[config.mk]
export PLATFORM = sky130hd
export DESIGN_NAME = linear_dot_accumulator
export DESIGN_NICKNAME = d
export VERILOG_FILES = /design/src/rtl/linear_dot_accumulator.sv
export SDC_FILE = /design/constraint.sdc
export NUM_CORES = 2
export LEC_CHECK = 0
export ABC_AREA = 0
export ABC_CLOCK_PERIOD_IN_PS = 11000
export CORE_MARGIN = 4
export CORE_UTILIZATION = 45
export CTS_CLUSTER_DIAMETER = 120
export DETAILED_ROUTE_END_ITERATION = 10
export GPL_TIMING_DRIVEN = 0
export PLACE_DENSITY_LB_ADDON = 0.15
export SYNTH_ARGS = -nofsm -noshare
export SYNTH_HDL_FRONTEND = slang
export SYNTH_SLANG_ARGS = --single-unit
[constraint.sdc]
create_clock -name clk -period 11 [get_ports clk]
set_input_delay 2.2 -clock clk [delete_from_list [all_inputs] [get_ports clk]]
set_output_delay 2.2 -clock clk [all_outputs]
set_load 0.02 [all_outputs]
[src/rtl/linear_dot_accumulator.sv]
// Dot-product accumulator over IN_DEPTH beats of PARALLELISM-wide vectors; define LINEAR_DOT_ACCUMULATOR_SATURATE_EN to clamp the result instead of wrapping it.
// Latency: data_out_valid rises one clock after the last beat of a group is consumed.
// Backpressure: beats are taken only when both streams are valid and the output register is empty or draining.
module linear_dot_accumulator #(
    parameter int DATA_IN_PRECISION_0  = 16,
    parameter int DATA_IN_PRECISION_1  = 3,
    parameter int WEIGHT_PRECISION_0   = 16,
    parameter int WEIGHT_PRECISION_1   = 3,
    parameter int PARALLELISM          = 4,
    parameter int IN_DEPTH             = 8,
    parameter int DATA_OUT_PRECISION_0 = DATA_IN_PRECISION_0 + WEIGHT_PRECISION_0
                                         + $clog2(PARALLELISM * IN_DEPTH)
) (
    input  logic                                   clk,
    input  logic                                   rst,
    input  logic [DATA_IN_PRECISION_0-1:0]         data_in [PARALLELISM],
    input  logic                                   data_in_valid,
    output logic                                   data_in_ready,
    input  logic [WEIGHT_PRECISION_0-1:0]          weight [PARALLELISM],
    input  logic                                   weight_valid,
    output logic                                   weight_ready,
    output logic signed [DATA_OUT_PRECISION_0-1:0] data_out,
    output logic                                   data_out_valid,
    input  logic                                   data_out_ready
);

    localparam int DIN_W  = DATA_IN_PRECISION_0;
    localparam int WGT_W  = WEIGHT_PRECISION_0;
    localparam int DOUT_W = DATA_OUT_PRECISION_0;
    localparam int PROD_W = DIN_W + WGT_W;
    // One spare bit above the exact worst-case growth keeps the running sum overflow-free.
    localparam int SUM_W  = PROD_W + $clog2(PARALLELISM * IN_DEPTH) + 1;
    localparam int ACC_W  = (SUM_W > DOUT_W) ? SUM_W : DOUT_W;
    localparam int CNT_W  = (IN_DEPTH > 1) ? $clog2(IN_DEPTH) : 1;
    localparam logic [CNT_W-1:0] LAST_BEAT = CNT_W'(IN_DEPTH - 1);

    if (IN_DEPTH < 1 || PARALLELISM < 1 ||
        DATA_IN_PRECISION_1 >= DATA_IN_PRECISION_0 ||
        WEIGHT_PRECISION_1 >= WEIGHT_PRECISION_0) begin : g_bad_cfg
        $error("linear_dot_accumulator: illegal parameter combination");
    end

    logic                    accept;
    logic                    fire;
    logic                    last;
    logic [CNT_W-1:0]        cnt;
    logic signed [ACC_W-1:0] acc;
    logic signed [ACC_W-1:0] prod_ext [PARALLELISM];
    logic signed [ACC_W-1:0] beat_sum;
    logic signed [ACC_W-1:0] final_sum;
    logic [DOUT_W-1:0]       result;

    assign accept        = rst && (!data_out_valid || data_out_ready);
    assign data_in_ready = weight_valid && accept;
    assign weight_ready  = data_in_valid && accept;
    assign fire          = data_in_valid && weight_valid && accept;
    assign last          = (cnt == LAST_BEAT);

    for (genvar g = 0; g < PARALLELISM; g++) begin : g_lane
        logic signed [PROD_W-1:0] op_a;
        logic signed [PROD_W-1:0] op_b;
        logic signed [PROD_W-1:0] prod;

        assign op_a = {{WGT_W{data_in[g][DIN_W-1]}}, data_in[g]};
        assign op_b = {{DIN_W{weight[g][WGT_W-1]}}, weight[g]};
        assign prod = op_a * op_b;
        if (ACC_W > PROD_W) begin : g_ext
            assign prod_ext[g] = {{(ACC_W-PROD_W){prod[PROD_W-1]}}, prod};
        end else begin : g_noext
            assign prod_ext[g] = prod;
        end
    end

    always_comb begin
        beat_sum = '0;
        for (int i = 0; i < PARALLELISM; i++) begin
            beat_sum = beat_sum + prod_ext[i];
        end
    end

    assign final_sum = acc + beat_sum;

`ifdef LINEAR_DOT_ACCUMULATOR_SATURATE_EN
    localparam logic signed [ACC_W-1:0] OUT_MAX = {1'b0, {(ACC_W-1){1'b1}}} >> (ACC_W - DOUT_W);
    localparam logic signed [ACC_W-1:0] OUT_MIN = ~OUT_MAX;

    always_comb begin
        result = final_sum[DOUT_W-1:0];
        if (final_sum > OUT_MAX) begin
            result = OUT_MAX[DOUT_W-1:0];
        end else if (final_sum < OUT_MIN) begin
            result = OUT_MIN[DOUT_W-1:0];
        end
    end
`else
    assign result = final_sum[DOUT_W-1:0];
`endif

    always_ff @(posedge clk or negedge rst) begin
        if (!rst) begin
            cnt            <= '0;
            acc            <= '0;
            data_out       <= '0;
            data_out_valid <= 1'b0;
        end else begin
            if (fire) begin
                if (last) begin
                    cnt      <= '0;
                    acc      <= '0;
                    data_out <= result;
                end else begin
                    cnt <= cnt + CNT_W'(1);
                    acc <= final_sum;
                end
            end
            // A new result landing in the same cycle as a pop keeps the output valid.
            if (fire && last) begin
                data_out_valid <= 1'b1;
            end else if (data_out_ready) begin
                data_out_valid <= 1'b0;
            end
        end
    end

endmodule

* Word level (Yosys, flattened, before mapping)
Cells that the tools add are included.
Storage, ports and cells: register bits 79, input port bits 133, output and inout port bits 40, logic and storage cells 28
Cells by class: $add $sub $neg 5, $mul 4, equal/unequal tests 1, mux-type cells 4, reduce and logical (&&, ||, !) cells 10
Operators by type and width (number):
- 16-bit by 16-bit multiplier with 32-bit output | 4
- 38-bit by 35-bit adder with 38-bit output | 1
- 38-bit 2-to-1 mux | 1
- 34-bit by 32-bit adder with 35-bit output | 1
- 33-bit by 32-bit adder with 34-bit output | 1
- 32-bit by 32-bit adder with 33-bit output | 1
- 1-bit logical AND | 6
- 3-bit by 1-bit adder with 3-bit output, second input constant | 1
- 3-bit == test, second input constant | 1
- 3-bit 2-to-1 mux | 1
- 1-bit 2-to-1 mux | 2
- 2-bit AND reduction | 1
- 2-bit nonzero test | 1
- 1-bit zero test | 1
- 1-bit logical OR | 1

* Logic depth before layout (Yosys ltp)
depth after elaboration 6, depth in mapped cells 32

* Worst setup path after synthesis
OpenSTA, ideal clock, no wires.
kind input to register, start point input data_in[31] (netlist bit), end point register data_out[31], setup time 125 ps, arrival 10123 ps, path slack 753 ps, stages on the path 25, cells stage by stage clkbuf_1 nand2_1 fa_1 fa_1 inv_1 fa_1 inv_1 fa_1 inv_1 fa_1 fa_1 fa_1 fa_1 fa_1 inv_1 fa_1 inv_1 ha_1 and3_1 clkbuf_1 a311oi_1 a2111oi_2 or2_1 xnor2_1 mux2_2
Between the ends: longest elaborated chain between the ends 4
RTL lines:
- start: declaration | RTL line 16 | input logic [DATA_IN_PRECISION_0-1:0] data_in [PARALLELISM],
- 16-bit by 16-bit multiplier with 32-bit output | RTL line 66 | assign prod = op_a * op_b;
- 33-bit by 32-bit adder with 34-bit output | RTL line 77 | beat_sum = beat_sum + prod_ext[i];
- 34-bit by 32-bit adder with 35-bit output | RTL line 77
- 38-bit by 35-bit adder with 38-bit output | RTL line 81 | assign final_sum = acc + beat_sum;
- end signal: assignment | RTL line 110 | data_out <= result;
- end: declaration | RTL line 22 | output logic signed [DATA_OUT_PRECISION_0-1:0] data_out,
No other way between the ends. A chain may end at the register's enable or synchronous reset.

* Worst setup path after layout
start point input data_in[16] (netlist bit), end point register acc[35]
Between the ends: longest elaborated chain between the ends 5
RTL lines:
- 16-bit by 16-bit multiplier with 32-bit output | RTL line 66
- 33-bit by 32-bit adder with 34-bit output | RTL line 77
- 34-bit by 32-bit adder with 35-bit output | RTL line 77
- 38-bit by 35-bit adder with 38-bit output | RTL line 81
- 38-bit 2-to-1 mux | RTL line 107 | if (last) begin
- end signal: assignment | RTL line 113 | acc <= final_sum;
- end: declaration | RTL line 47 | logic signed [ACC_W-1:0] acc;
No other way between the ends.

==> results.txt <==
Crit. End Element: flop
Hold buffer count at CTS: 0
Average wire per standard cell: 21.0 um
Final Util: 49.6%
CP delay by family, top: adder cells
Max Cap Viol: 0
Final Hold Fails: 0
Cell chosen for the clock root: clkbuf_16
Filler cells: 9799
Cell variety after synth: 54
Startpoint Class: primary input
Largest net degree at the start of global routing: 65
Pre-antenna DRT Iters: 5
Final Skew: 0.0149 ns
Starting Density: 45.3%
Synth area leader: fa_1
Die Y: 328 um
Final #Nets: 6690
CTS tree: built
Worst path bufs/invs: 5
Post-synthesis xor/xnor area fraction: 0.874%
Syn-to-layout area delta: 9.49%
Cell Rows: 117
Fin. max-slew vios: 0
Post-synthesis compound-gate area fraction: 2.24%
Share of cells above drive strength 1: 4.80%
Synth top area share: 58.1%
Simple logic cell fraction of the synthesized area: 12.5%
CTS Buffer Depth: 2
DRC: 0
Vias in the first global route: 34400
Top FF cell, synth: dfrtp_1
Placed cells: 6251
CP Data Arrival Time: 11.04 ns
Required @ worst endpoint: 11.27 ns
Adder-cell share of the synthesized area: 66.5%
Most instantiated cells after synthesis: inv_1 (1468), fa_1 (1339), nand2_1 (560), and2_1 (484), ha_1 (310)
DIE AREA: 108000 um^2
Pre-CTS setup slack: -1.88 ns
Worst-path maximum fanout: 10
Initial antenna violation count: 13
Worst Setup Path Type: primary input to flop
Post-Route WL: 132 mm
Io pins: 173
Syn Inst Count: 4710
Post-synthesis async set-or-reset flop share: 100%
CTS H-tree lvls: 3
ANT nets after route: 0
Worst-skew pair later-pin latency: 0.36 ns
Worst Max-Slew Pin Slew: 1.05 ns
DRT iter0 DRCs: 1330
Upper clock frequency limit: 0.0929 GHz
Synth Cell Area: 46100 um^2
Die W: 328 um
WHS: 0.478 ns
TritonCTS buffer count: 9
Placeable Area: 102000 um^2
Syn Nets: 6492
Gr ovfl total: 0
Most frequent cell after synthesis: inv_1
First-pass GRT wire length: 210 mm
I/O Buffers: 172
Max-slew headroom: 30.2%
Minimum clock period: 10.77 ns
Mean post-synth cell area: 9.79 um^2
Final period util: 97.9%
Clock tree sinks: 78
Post-synth EDFFs: 0
Final setup violation count: 0
Final Wtd Congestion: 0.938
Min-Delay Path Class: flop to flop
R2r setup slk: 3.56 ns
Sequential share of the synthesized area: 4.23%
Top post-synthesis cells by area: fa_1 (58%), inv_1 (12%), ha_1 (8.4%), and2_1 (6.6%), nand2_1 (4.6%)
Critical Path Most Common Cell: fa_1
Drt via density: 4.82
Largest family of logic cells by synthesized area: adder cells
DP HPWL: 124 mm
Clock-pin slew on the worst setup and hold paths: 0.07 ns
Status: finished, final reports clean
Synth Warn #: 0
Gr usage total: 26.0%
Crit path largest cell delay: 0.75 ns
Final WS setup: 0.231 ns
Slowest-stage cell, CP: clkdlybuf4s50_1
Vias: 30300
Yosys reg bits: 78
Mux cell area share after synthesis: 0.488%
Post-Layout Cell Count: 6288
==> area by class of cell <==
type,instances,area [um^2],area share [%]
Antenna cell,7,17.5,0.0347
Buffer,142,788,1.56
Clock buffer,10,229,0.454
Clock inverter,6,71.3,0.141
Inverter,1468,5520,10.9
Multi-Input combinational cell,3019,38200,75.7
Sequential cell,78,1950,3.87
Tap cell,1368,1710,3.39
Timing Repair Buffer,190,1960,3.87
==> worst register-to-register path: stages, from the launching register on <==
cell and delay (ns):
dfrtp_1 0.32, inv_1 0.08, fa_1 0.49, inv_1 0.06, fa_1 0.58, fa_1 0.43, ha_1 0.35, inv_1 0.09
fa_1 0.53, inv_1 0.05, fa_1 0.48, fa_1 0.52, fa_1 0.50, inv_1 0.10, fa_1 0.50, inv_1 0.05
ha_1 0.40, a211oi_1 0.27, nand3_1 0.24, nor2_4 0.21, a211oi_4 0.07, buf_4 0.17, o31a_1 0.25, nor3_1 0.19
xnor2_1 0.15, mux2_2 0.28
==> through the flow <==
| step | setup TNS, ns | instance area, um^2 |
|---|---|---|
| 5_1_grt | -0.0107 | 50500 |
| 2_1_floorplan | 0 | 46100 |
| 3_3_place_gp | -52.19 | 49500 |
| 3_5_place_dp | -50.14 | 49600 |
| 4_1_cts | 0 | 50200 |
| 6_report | 0 | 50500 |
==> metal layers <==
layer,up-vias,track usage [%],part of all wire [%],wire length (um)
met4,4,7.88,3.6,4800
li1,13600,-,-,-
met3,182,1.67,3.9,5200
met1,15900,36.3,44,58500
met2,675,43.9,48,63700
met5,-,0,0.015,20
==> cell usage in the layout, fill, tap and decap left out, types with 4 or more instances in the layout <==
master              n
a211oi_1            4
a21o_1             14
a21oi_1            27
a22o_1             19
a31oi_1             4
and2_1            484
and3_1              5
buf_12              4
buf_2               4
buf_4              18
clkbuf_1           17
clkbuf_16           9
clkbuf_2           96
clkbuf_4           36
clkdlybuf4s15_1     4
clkdlybuf4s50_1    55
clkinvlp_4          5
dfrtp_1            78
diode_2             7
dlygate4sd2_1      34
dlymetal6s2s_1     61
fa_1             1329
fa_2               10
ha_1              308
inv_1            1464
mux2_2             20
nand2_1           557
nand2b_1           33
nand3_1             7
nor2_1             39
nor2b_1            13
nor3_1              5
o211ai_1            6
o21a_1              4
o21ai_0            27
o21bai_1            7
xnor2_1            34
xor2_1             11
==> what timing repair did <==
item,4_1_cts,5_1_grt
pin swaps,3,2
endpoints found under the setup margin,42,29
setup buffers,14,3
resized for setup,215,180
gates cloned,0,0
==> flip-flops by register name, indices dropped and copies added, names as in the netlist <==
name and count:
acc 37, cnt 3, data_out 37, data_out_valid 1
==> path summary, 6_finish.rpt <==
check,startpoint,endpoint,depth (start not counted)
setup / recovery,data_in[16],acc[35],25
hold / removal,data_out[23],data_out[23],2
setup reg to reg,acc[15],data_out[34],25
hold reg to reg,data_out[23],data_out[23],2
max in group asynchronous,rst,acc[2],2
min in group asynchronous,rst,data_out[29],1
==> cells by family (layout without fill, tap and decap cells) <==
group	after synthesis	count (layout)
DFF	78	78
AOI/OAI and AO/OA	145	145
xor gates and xnor gates	46	46
adders and majority gates	1649	1649
muxes	20	20
buffers and inverters	1613	1816
other	0	7
and+or+nand+nor	1159	1159
Power is not shown: default switching activity piles up to over one toggle a cycle in this logic, so the estimate is an artifact.
